===== config.mk =====
export PLATFORM = sky130hd
export DESIGN_NAME = vga_text_console
export DESIGN_NICKNAME = d
export VERILOG_FILES = /design/src/rtl/vga_text_console.sv
export SDC_FILE = /design/constraint.sdc
export NUM_CORES = 1
export LEC_CHECK = 0
export CORE_MARGIN = 3
export CORE_UTILIZATION = 30
export CTS_CLUSTER_SIZE = 14
export DETAILED_ROUTE_END_ITERATION = 12
export PLACE_DENSITY_LB_ADDON = 0.25
export SYNTH_ARGS = -nofsm -noshare
export SYNTH_HDL_FRONTEND = slang
export SYNTH_SLANG_ARGS = --single-unit

===== constraint.sdc =====
create_clock -name clk -period 3.4 [get_ports clk]
set_clock_uncertainty 0.2 [all_clocks]
set_input_delay 1.02 -clock clk [delete_from_list [all_inputs] [get_ports clk]]
set_output_delay 1.02 -clock clk [all_outputs]
set_load 0.03 [all_outputs]

===== src/rtl/vga_text_console.sv =====
// Character-stream front end for the colour text frame buffer.
// Accepts one byte at a time with a colour attribute, keeps a cursor,
// writes symbol halfwords into the frame buffer, interprets CR/LF/BS/FF
// and scrolls the screen up one row when the cursor runs off the bottom.
module vga_text_console #(
    parameter int          SCREEN_COLS = 80,
    parameter int          SCREEN_ROWS = 30,
    parameter logic [7:0]  BLANK_CHAR  = 8'h20
) (
    input  logic        clk,
    input  logic        reset,
    input  logic        ch_valid,
    input  logic [7:0]  ch_data,
    input  logic [7:0]  ch_attr,
    output logic        ch_ready,
    output logic        fb_en,
    output logic [3:0]  fb_we,
    output logic [10:0] fb_addr,
    output logic [31:0] fb_wdata,
    input  logic [31:0] fb_rdata,
    output logic [4:0]  cursor_row,
    output logic [6:0]  cursor_col,
    output logic        busy
);

    localparam int WORDS_PER_ROW = SCREEN_COLS / 2;
    localparam int SCROLL_WORDS  = WORDS_PER_ROW * (SCREEN_ROWS - 1);
    localparam int TOTAL_WORDS   = WORDS_PER_ROW * SCREEN_ROWS;

    localparam logic [4:0]  LAST_ROW   = 5'(SCREEN_ROWS - 1);
    localparam logic [6:0]  LAST_COL   = 7'(SCREEN_COLS - 1);
    localparam logic [10:0] W_WORDS    = 11'(WORDS_PER_ROW);
    localparam logic [10:0] SCROLL_END = 11'(SCROLL_WORDS - 1);
    localparam logic [10:0] SCROLL_N   = 11'(SCROLL_WORDS);
    localparam logic [10:0] CLEAR_END  = 11'(TOTAL_WORDS - 1);

    typedef enum logic [2:0] {IDLE, PUT, SCR_RD, SCR_WR, CLR} state_t;

    state_t       state_q, state_d;
    logic [4:0]   row_q, row_d;
    logic [6:0]   col_q, col_d;
    logic [10:0]  cnt_q, cnt_d;
    logic [7:0]   code_q, code_d;
    logic [7:0]   attr_q, attr_d;
    logic         fb_en_q, fb_en_d;
    logic [3:0]   fb_we_q, fb_we_d;
    logic [10:0]  fb_addr_q, fb_addr_d;
    logic [31:0]  fb_wdata_q, fb_wdata_d;
    logic [10:0]  cursor_addr;

    // Word holding the cursor cell.
    assign cursor_addr = 11'(row_q) * W_WORDS + {5'd0, col_q[6:1]};

    // Next-state, cursor update, and the frame-buffer access for the
    // upcoming state so that the registered port lines up with that state.
    always_comb begin
        state_d    = state_q;
        row_d      = row_q;
        col_d      = col_q;
        cnt_d      = cnt_q;
        code_d     = code_q;
        attr_d     = attr_q;
        fb_en_d    = 1'b0;
        fb_we_d    = 4'b0000;
        fb_addr_d  = fb_addr_q;
        fb_wdata_d = fb_wdata_q;

        case (state_q)
            IDLE: begin
                if (ch_valid) begin
                    code_d = ch_data;
                    attr_d = ch_attr;
                    case (ch_data)
                        8'h0D: col_d = 7'd0;
                        8'h08: begin
                            if (col_q != 7'd0) col_d = col_q - 7'd1;
                        end
                        8'h0A: begin
                            col_d = 7'd0;
                            if (row_q < LAST_ROW) begin
                                row_d = row_q + 5'd1;
                            end else begin
                                state_d = SCR_RD;
                                cnt_d   = 11'd0;
                            end
                        end
                        8'h0C: begin
                            row_d   = 5'd0;
                            col_d   = 7'd0;
                            state_d = CLR;
                            cnt_d   = 11'd0;
                        end
                        default: state_d = PUT;
                    endcase
                end
            end
            PUT: begin
                state_d = IDLE;
                if (col_q < LAST_COL) begin
                    col_d = col_q + 7'd1;
                end else begin
                    col_d = 7'd0;
                    if (row_q < LAST_ROW) begin
                        row_d = row_q + 5'd1;
                    end else begin
                        state_d = SCR_RD;
                        cnt_d   = 11'd0;
                    end
                end
            end
            SCR_RD: state_d = SCR_WR;
            SCR_WR: begin
                if (cnt_q < SCROLL_END) begin
                    cnt_d   = cnt_q + 11'd1;
                    state_d = SCR_RD;
                end else begin
                    cnt_d   = SCROLL_N;
                    state_d = CLR;
                end
            end
            CLR: begin
                if (cnt_q == CLEAR_END) begin
                    state_d = IDLE;
                end else begin
                    cnt_d = cnt_q + 11'd1;
                end
            end
            default: state_d = IDLE;
        endcase

        case (state_d)
            PUT: begin
                fb_en_d    = 1'b1;
                fb_addr_d  = cursor_addr;
                fb_we_d    = col_q[0] ? 4'b0011 : 4'b1100;
                fb_wdata_d = {attr_d, code_d, attr_d, code_d};
            end
            SCR_RD: begin
                fb_en_d   = 1'b1;
                fb_addr_d = cnt_d + W_WORDS;
            end
            SCR_WR: begin
                fb_en_d   = 1'b1;
                fb_we_d   = 4'hF;
                fb_addr_d = cnt_d;
            end
            CLR: begin
                fb_en_d    = 1'b1;
                fb_we_d    = 4'hF;
                fb_addr_d  = cnt_d;
                fb_wdata_d = {attr_d, BLANK_CHAR, attr_d, BLANK_CHAR};
            end
            default: ;
        endcase
    end

    // State, cursor and frame-buffer port registers.
    always_ff @(posedge clk or posedge reset) begin
        if (reset) begin
            state_q    <= IDLE;
            row_q      <= 5'd0;
            col_q      <= 7'd0;
            cnt_q      <= 11'd0;
            code_q     <= 8'd0;
            attr_q     <= 8'd0;
            fb_en_q    <= 1'b0;
            fb_we_q    <= 4'b0000;
            fb_addr_q  <= 11'd0;
            fb_wdata_q <= 32'd0;
        end else begin
            state_q    <= state_d;
            row_q      <= row_d;
            col_q      <= col_d;
            cnt_q      <= cnt_d;
            code_q     <= code_d;
            attr_q     <= attr_d;
            fb_en_q    <= fb_en_d;
            fb_we_q    <= fb_we_d;
            fb_addr_q  <= fb_addr_d;
            fb_wdata_q <= fb_wdata_d;
        end
    end

    // The scroll copy arrives from the synchronous-read port during SCR_WR,
    // so that write forwards the read data straight through; the mux select
    // is the registered state, keeping the copy at two cycles per word.
    assign fb_wdata   = (state_q == SCR_WR) ? fb_rdata : fb_wdata_q;
    assign fb_en      = fb_en_q;
    assign fb_we      = fb_we_q;
    assign fb_addr    = fb_addr_q;
    assign ch_ready   = (state_q == IDLE);
    assign busy       = (state_q != IDLE);
    assign cursor_row = row_q;
    assign cursor_col = col_q;

endmodule


==> flow_metrics.py, run 1 <==
metrics = {
    "floorplan": {
        "core-area_mm2": 0.0141,
        "ios": 113,
        "start_util_pct": 31.2,
        "rows": 43,
        "die_area_mm2": 0.0162,
        "dieHeight_um": 127,
        "die_w_um": 127,
    },
    "detailed_routing": {
        "vias": 4513,
        "wl_um": 14000,
        "drcViolationCount": 0,
        "post_drt_wl_per_cell_um": 16.1,
        "antenna_left": 0,
        "via_per_inst": 5.18,
        "drtIter0Drc": 258,
        "first_pass_iters": 4,
    },
    "pwr": {
        "p_leak_nw": 2.94,
        "p_per_area_mw_per_mm2": 615,
        "p_total_mw": 4.03,
        "vdd_drop_max_uv": 510,
    },
    "final_layout": {
        "final-seq-area_mm2": 0.00170,
        "drive_gt1_share_pct": 23.6,
        "area_delta_synth_final_pct": 48.2,
        "finalNetCount": 756,
        "fill_cells": 1368,
        "final_area_mm2": 0.00655,
        "multiInputGateArea_mm2": 0.00269,
        "n_antenna_cell": 0,
        "utilization_pct": 46.3,
    },
    "global_route": {
        "grt_pass1_wl_um": 22800,
        "overflow": 0,
        "grt_usage_pct": 17.3,
        "grt_pass1_vias": 4429,
        "grt_max_degree": 69,
        "antenna_found_initial": 0,
    },
    "sta": {
        "min_period_ns": 3.35,
        "worst_pin_slew_ns": 0.488,
        "slew_viol_final": 0,
        "hold_viol": 0,
        "timing.hold.ws_ns": 0.284,
        "setup_viol": 0,
        "max_freq_ghz": 0.298,
        "tns_ns": 0,
        "rsz0062_at_grt": "yes",
        "slew-limit-headroom_pct": 67.3,
        "fin_crit_sh_pct": 98.6,
    },
    "yosys": {
        "synth.area.top_cells": "dfrtp_1 (38%), nand2_1 (11%), ha_1 (4.2%), a21oi_1 (3.3%), mux2_2 (3.1%)",
        "ys_ff_latch": 68,
        "ys.flop_type": "dfrtp_1",
        "ys_types": 71,
        "avgSynthCellArea_um2": 8.50,
        "yosys.area.top_type": "dfrtp_1",
        "yosysMostFrequentCell": "nand2_1",
        "synth_seq_area_share_pct": 38.5,
        "netlist_area_mm2": 0.00442,
        "synth_common_cells": "nand2_1 (129), dfrtp_1 (68), nor2_1 (30)",
        "synth_edf_count": 0,
        "syn-num-nets": 588,
        "synth_top_area_share_pct": 38.5,
        "syn_inst": 520,
        "synth-async-reset-ratio_pct": 100,
        "ys_warn_count": 0,
    },
    "worst_setup_path": {
        "crit_type": "in -> reg",
        "max_stage_delay_ns": 0.59,
        "cp_data_arrival_time_ns": 3.34,
        "critPathLaunchType": "primary input",
        "reg2reg_setup_slack_ns": 0.19,
        "crit_required_ns": 3.39,
        "path_buf_inv": 2,
        "worst-path-max-fanout": 4,
        "path_cells": "dlygate4sd2_1, or4_4, nor4_4, buf_4, a21oi_4, a21oi_2, o21ai_2, ha_2, o21ai_4, xor2_1, o221ai_1",
        "crit_family": "simple AND/OR/NAND/NOR gates",
        "critPathSlowestCell": "or4_4",
        "cp-end-kind": "flip-flop",
    },
    "clock_tree": {
        "path_clk_slew_ns": 0.05,
        "cts_max_level": 3,
        "numCtsBuffers": 9,
        "cts_tree": "yes",
        "cts-root-buf": "clkbuf_16",
        "cts_buffer_depth": 2,
        "cts_sinks": 68,
        "clock_latency_ns": 0.33,
    },
    "job": {
        "maxCapViolCount": 0,
    },
    "place": {
        "portBuffers": 112,
        "gp_congestion": 0.912,
        "dpl.hpwl_um": 10500,
        "placed_cell_area_mm2": 0.00610,
    },
    "worst_hold_path": {
        "hp-class": "reg -> reg",
    },
    "run_status": {
        "outcome": "complete, no violations",
    },
}
[registers in the layout, summed over array words and instances, names as in the netlist]
register    cells
fb_wdata_q     16
cnt_q          11
fb_addr        11
attr_q          8
cursor_col      7
cursor_row      5
code_q          4
state_q         3
fb_we           2
fb_en           1
[metrics by stage]
stage	instances	worst slack (ns)
final	872	0.0478
after CTS	870	0.0132
after floorplan	520	0.00169
after global placement	851	-0.525
after global routing	872	-0.0253
after detailed placement	851	-0.606
[cells in the final DEF, fill, tap and decap left out, types with 6 or more instances in the layout]
| master | instances |
|---|---|
| mux2_1 | 8 |
| clkbuf_16 | 9 |
| buf_4 | 99 |
| a21oi_1 | 27 |
| mux2_2 | 12 |
| nand2_1 | 128 |
| o21ai_1 | 7 |
| dfrtp_1 | 68 |
| and3_1 | 7 |
| nor3_1 | 6 |
| ha_1 | 14 |
| o21ai_0 | 18 |
| xnor2_1 | 6 |
| a31oi_1 | 7 |
| nor2_1 | 29 |
| nand3_1 | 17 |
| inv_1 | 13 |
| clkdlybuf4s50_1 | 73 |
[kinds of logic (layout without fill, tap and decap cells)]
group / after synthesis / in the layout / share of synthesized area [%]
muxes: 22 / 22 / 5.55
buffers and inverters: 42 / 214 / 4.02
xor gates and xnor gates: 9 / 9 / 1.78
adders and majority gates: 17 / 17 / 5.15
and+or+nand+nor: 232 / 232 / 24.1
AOI/OAI and AO/OA: 130 / 130 / 20.9
DFF: 68 / 68 / 38.5
[worst paths after layout]
kind,start,to,depth (start not counted)
worst max-delay path,ch_data[4],fb_addr[7],11
worst min-delay path,fb_wdata_q[26],fb_wdata_q[26],1
worst max register to register,cursor_col[1],fb_addr[8],9
worst min register to register,fb_wdata_q[26],fb_wdata_q[26],1
max in group asynchronous,reset,cursor_row[4],3
min in group asynchronous,reset,attr_q[3],3
[area by class of cell]
type / instances / area share, %
Clock inverter: 2 / 0.153
Clock buffer: 13 / 3.97
Inverter: 17 / 0.974
Multi-Input combinational cell: 410 / 41.0
Timing Repair Buffer: 182 / 24.5
Tap cell: 180 / 3.44
Sequential cell: 68 / 26.0
[report_power, final]
group | internal, mW | switching, mW
Combinational | 0.845 | 1.14
Clock | 0.527 | 0.332
Sequential | 1.00 | 0.183
Total | 2.37 | 1.65
[routing by layer]
metal	global-route usage, %	share of wire [%]	up-vias
met5	0	0	-
met4	4.42	1.2	0
met3	4.26	7.5	13
met2	27.9	45	169
met1	23.4	46	2126
li1	-	-	2205
[repair_timing]
| item | 4_1_cts | 5_1_grt |
|---|---|---|
| buffers inserted | 4 | 2 |
| resized for setup | 14 | 18 |
| hold buffers | 0 | 0 |
| setup endpoints to repair | 8 | 7 |
| pin swaps | 9 | 6 |
Note: power is estimated with default switching activity, not from simulation.
==> inputs of run 2 (changes only) <==
RECOVER_POWER = 50   (was unset)
==> run 2 against run 1 <==
Against the previous run:
- the run now ends with capacitance limit, slew limit left
- hold slack barely moved
- final area fell by 0.23%
- clock-buffer cell count did not move
- worst setup slack improved by 0.0013 ns
- flip-flop and latch count did not move
- combinational power barely moved
- routed wire length barely moved
- register-to-register slack barely moved
- largest power group unchanged
==> flow_metrics.py, run 2 (synthesis results as in run 1) <==
metrics = {
    "pwr": {
        "p_int_mw": 2.37,
        "combPwrFrac_pct": 49.2,
        "p_per_area_mw_per_mm2": 616,
        "p_sw_share_pct": 41.1,
        "p_seq_share_pct": 29.4,
        "vdd_drop_max_uv": 510,
        "p_sw_mw": 1.65,
        "power.share.clock_pct": 21.4,
        "p_leak_nw": 2.93,
    },
    "global_route": {
        "grt_max_degree": 69,
        "grt_use_met3_pct": 4.26,
        "grt_usage_pct": 17.3,
        "busiest_layer": "met2",
        "overflow": 0,
        "grt_pass1_wl_um": 22800,
        "met2_usage_pct": 27.9,
        "grt_pass1_vias": 4429,
        "grt_use_met1_pct": 23.4,
        "antenna_found_initial": 0,
    },
    "worst_setup_path": {
        "crit_type": "in -> reg",
        "cp-end-kind": "flip-flop",
        "reg2reg_setup_slack_ns": 0.19,
        "r2r_cells": 9,
        "r2r-start": "cursor_col[1]",
        "worst-path-max-fanout": 4,
        "cp_data_arrival_time_ns": 3.34,
        "critPathLaunchType": "primary input",
        "r2r-end": "fb_addr[8]",
        "crit_required_ns": 3.39,
    },
    "sta": {
        "timing.hold.ws_ns": 0.284,
        "worst_pin_slew_ns": 1.72,
        "slew-limit-headroom_pct": -14.5,
        "fin_crit_sh_pct": 98.6,
        "rsz0062_at_grt": "yes",
        "slew_viol_final": 69,
        "setup_viol": 0,
        "min_period_ns": 3.35,
        "max_freq_ghz": 0.298,
        "tns_ns": 0,
        "hold_viol": 0,
    },
    "clock_tree": {
        "path_clk_slew_ns": 0.05,
        "cts_buffer_depth": 2,
        "clock_latency_ns": 0.33,
        "cts_tree": "yes",
        "cts-root-buf": "clkbuf_16",
        "holdBufCountCts": 0,
        "cts_sinks": 68,
        "numCtsBuffers": 9,
        "cts_max_level": 3,
    },
    "worst_hold_path": {
        "hold_end": "fb_wdata_q[26]",
        "holdCritStartpoint": "fb_wdata_q[26]",
        "hp-class": "reg -> reg",
        "hold_depth": 1,
    },
    "detailed_routing": {
        "vias": 4507,
        "via_per_inst": 5.17,
        "drtIter0Drc": 258,
        "post_drt_wl_per_cell_um": 16.1,
        "wl_um": 14000,
        "first_pass_iters": 4,
        "antenna_left": 0,
        "drcViolationCount": 0,
    },
    "final_layout": {
        "finalNetCount": 756,
        "drive_gt1_share_pct": 23.4,
        "largest_register_ff_count": 16,
        "final-seq-area_mm2": 0.00170,
        "multiInputGateArea_mm2": 0.00269,
        "area_delta_synth_final_pct": 47.9,
        "regMostFlops": "fb_wdata_q",
        "n_antenna_cell": 0,
        "fill_cells": 1370,
        "utilization_pct": 46.2,
        "final_cell_mix": "nand2_1 (128), buf_4 (99), clkdlybuf4s50_1 (72)",
        "final_common_cell": "nand2_1",
    },
    "floorplan": {
        "core-area_mm2": 0.0141,
        "dieHeight_um": 127,
        "ios": 113,
        "die_w_um": 127,
        "die_area_mm2": 0.0162,
        "start_util_pct": 31.2,
        "rows": 43,
    },
    "place": {
        "portBuffers": 112,
        "gp_congestion": 0.912,
        "dpl.hpwl_um": 10500,
    },
    "job": {
        "maxCapViolCount": 1,
    },
    "run_status": {
        "outcome": "finished, violations left",
        "violations": "capacitance limit, slew limit",
    },
}
==> run 2: cell count changes in the layout (fill, tap and decap cells not counted), sizes merged <==
cell	delta
buf	-1
clkbuf	+1
clkdlybuf4s50	-1
clkinv	+1
dlygate4sd3	+1
inv	-1
==> run 2: worst max-delay path: stages <==
cell           delay, ns
dlygate4sd2_1       0.25
or4_4               0.59
nor4_4              0.28
buf_4               0.19
a21oi_4             0.07
a21oi_2             0.16
o21ai_2             0.10
ha_2                0.23
o21ai_4             0.16
xor2_1              0.16
o221ai_1            0.12
==> run 2: layout make-up <==
cell class	count	area share, %
repair buffers	182	24.3
clock buffers	13	3.98
well taps	180	3.44
flip-flops and latches	68	26.0
clock inverters	2	0.153
multi-input cells	410	41.1
inverters	17	0.976
==> run 2: power by group through the flow <==
stage               logic (mW)  registers [mW]  clock network, mW
floorplan                0.979            1.39                  0
detailed placement        1.98            1.19                  0
global placement          1.96            1.19                  0
global route              2.16            1.21              0.915
CTS                       1.99            1.18              0.883
finish                    1.98            1.18              0.861
==> run 2: metrics by stage <==
stage	setup WS [ns]	total power, mW	cells	cell area [µm²]
floorplan	0.00169	2.37	520	4430
global placement	-0.525	3.15	851	6100
detailed placement	-0.606	3.17	851	6100
CTS	0.0132	4.06	870	6440
global route	-0.0253	4.29	872	6540
finish	0.0491	4.03	872	6540
==> run 2: timing repair <==
| item | CTS | global route |
|---|---|---|
| pin swaps | 9 | 6 |
| setup endpoints to repair | 8 | 7 |
| setup buffers | 4 | 2 |
| resized for setup | 14 | 18 |
==> run 2: worst max path at each step <==
| stage | from | to | slack (ns) | depth (start not counted) |
|---|---|---|---|---|
| 2_1_floorplan | ch_data[4] | fb_addr[7] | 0.002 | 9 |
| 3_3_place_gp | ch_data[4] | fb_addr[7] | -0.53 | 11 |
| 3_5_place_dp | ch_data[4] | fb_addr[7] | -0.61 | 11 |
| 4_1_cts | ch_data[2] | fb_addr[9] | 0.01 | 9 |
| 5_1_grt | ch_data[4] | fb_addr[5] | -0.03 | 12 |
| 6_report | ch_data[4] | fb_addr[7] | 0.05 | 11 |
==> run 2: metal layers <==
layer,vias up,routed length [µm]
met5,-,0
met4,0,175
met3,13,1010
met2,162,6370
met1,2129,6470
li1,2203,-
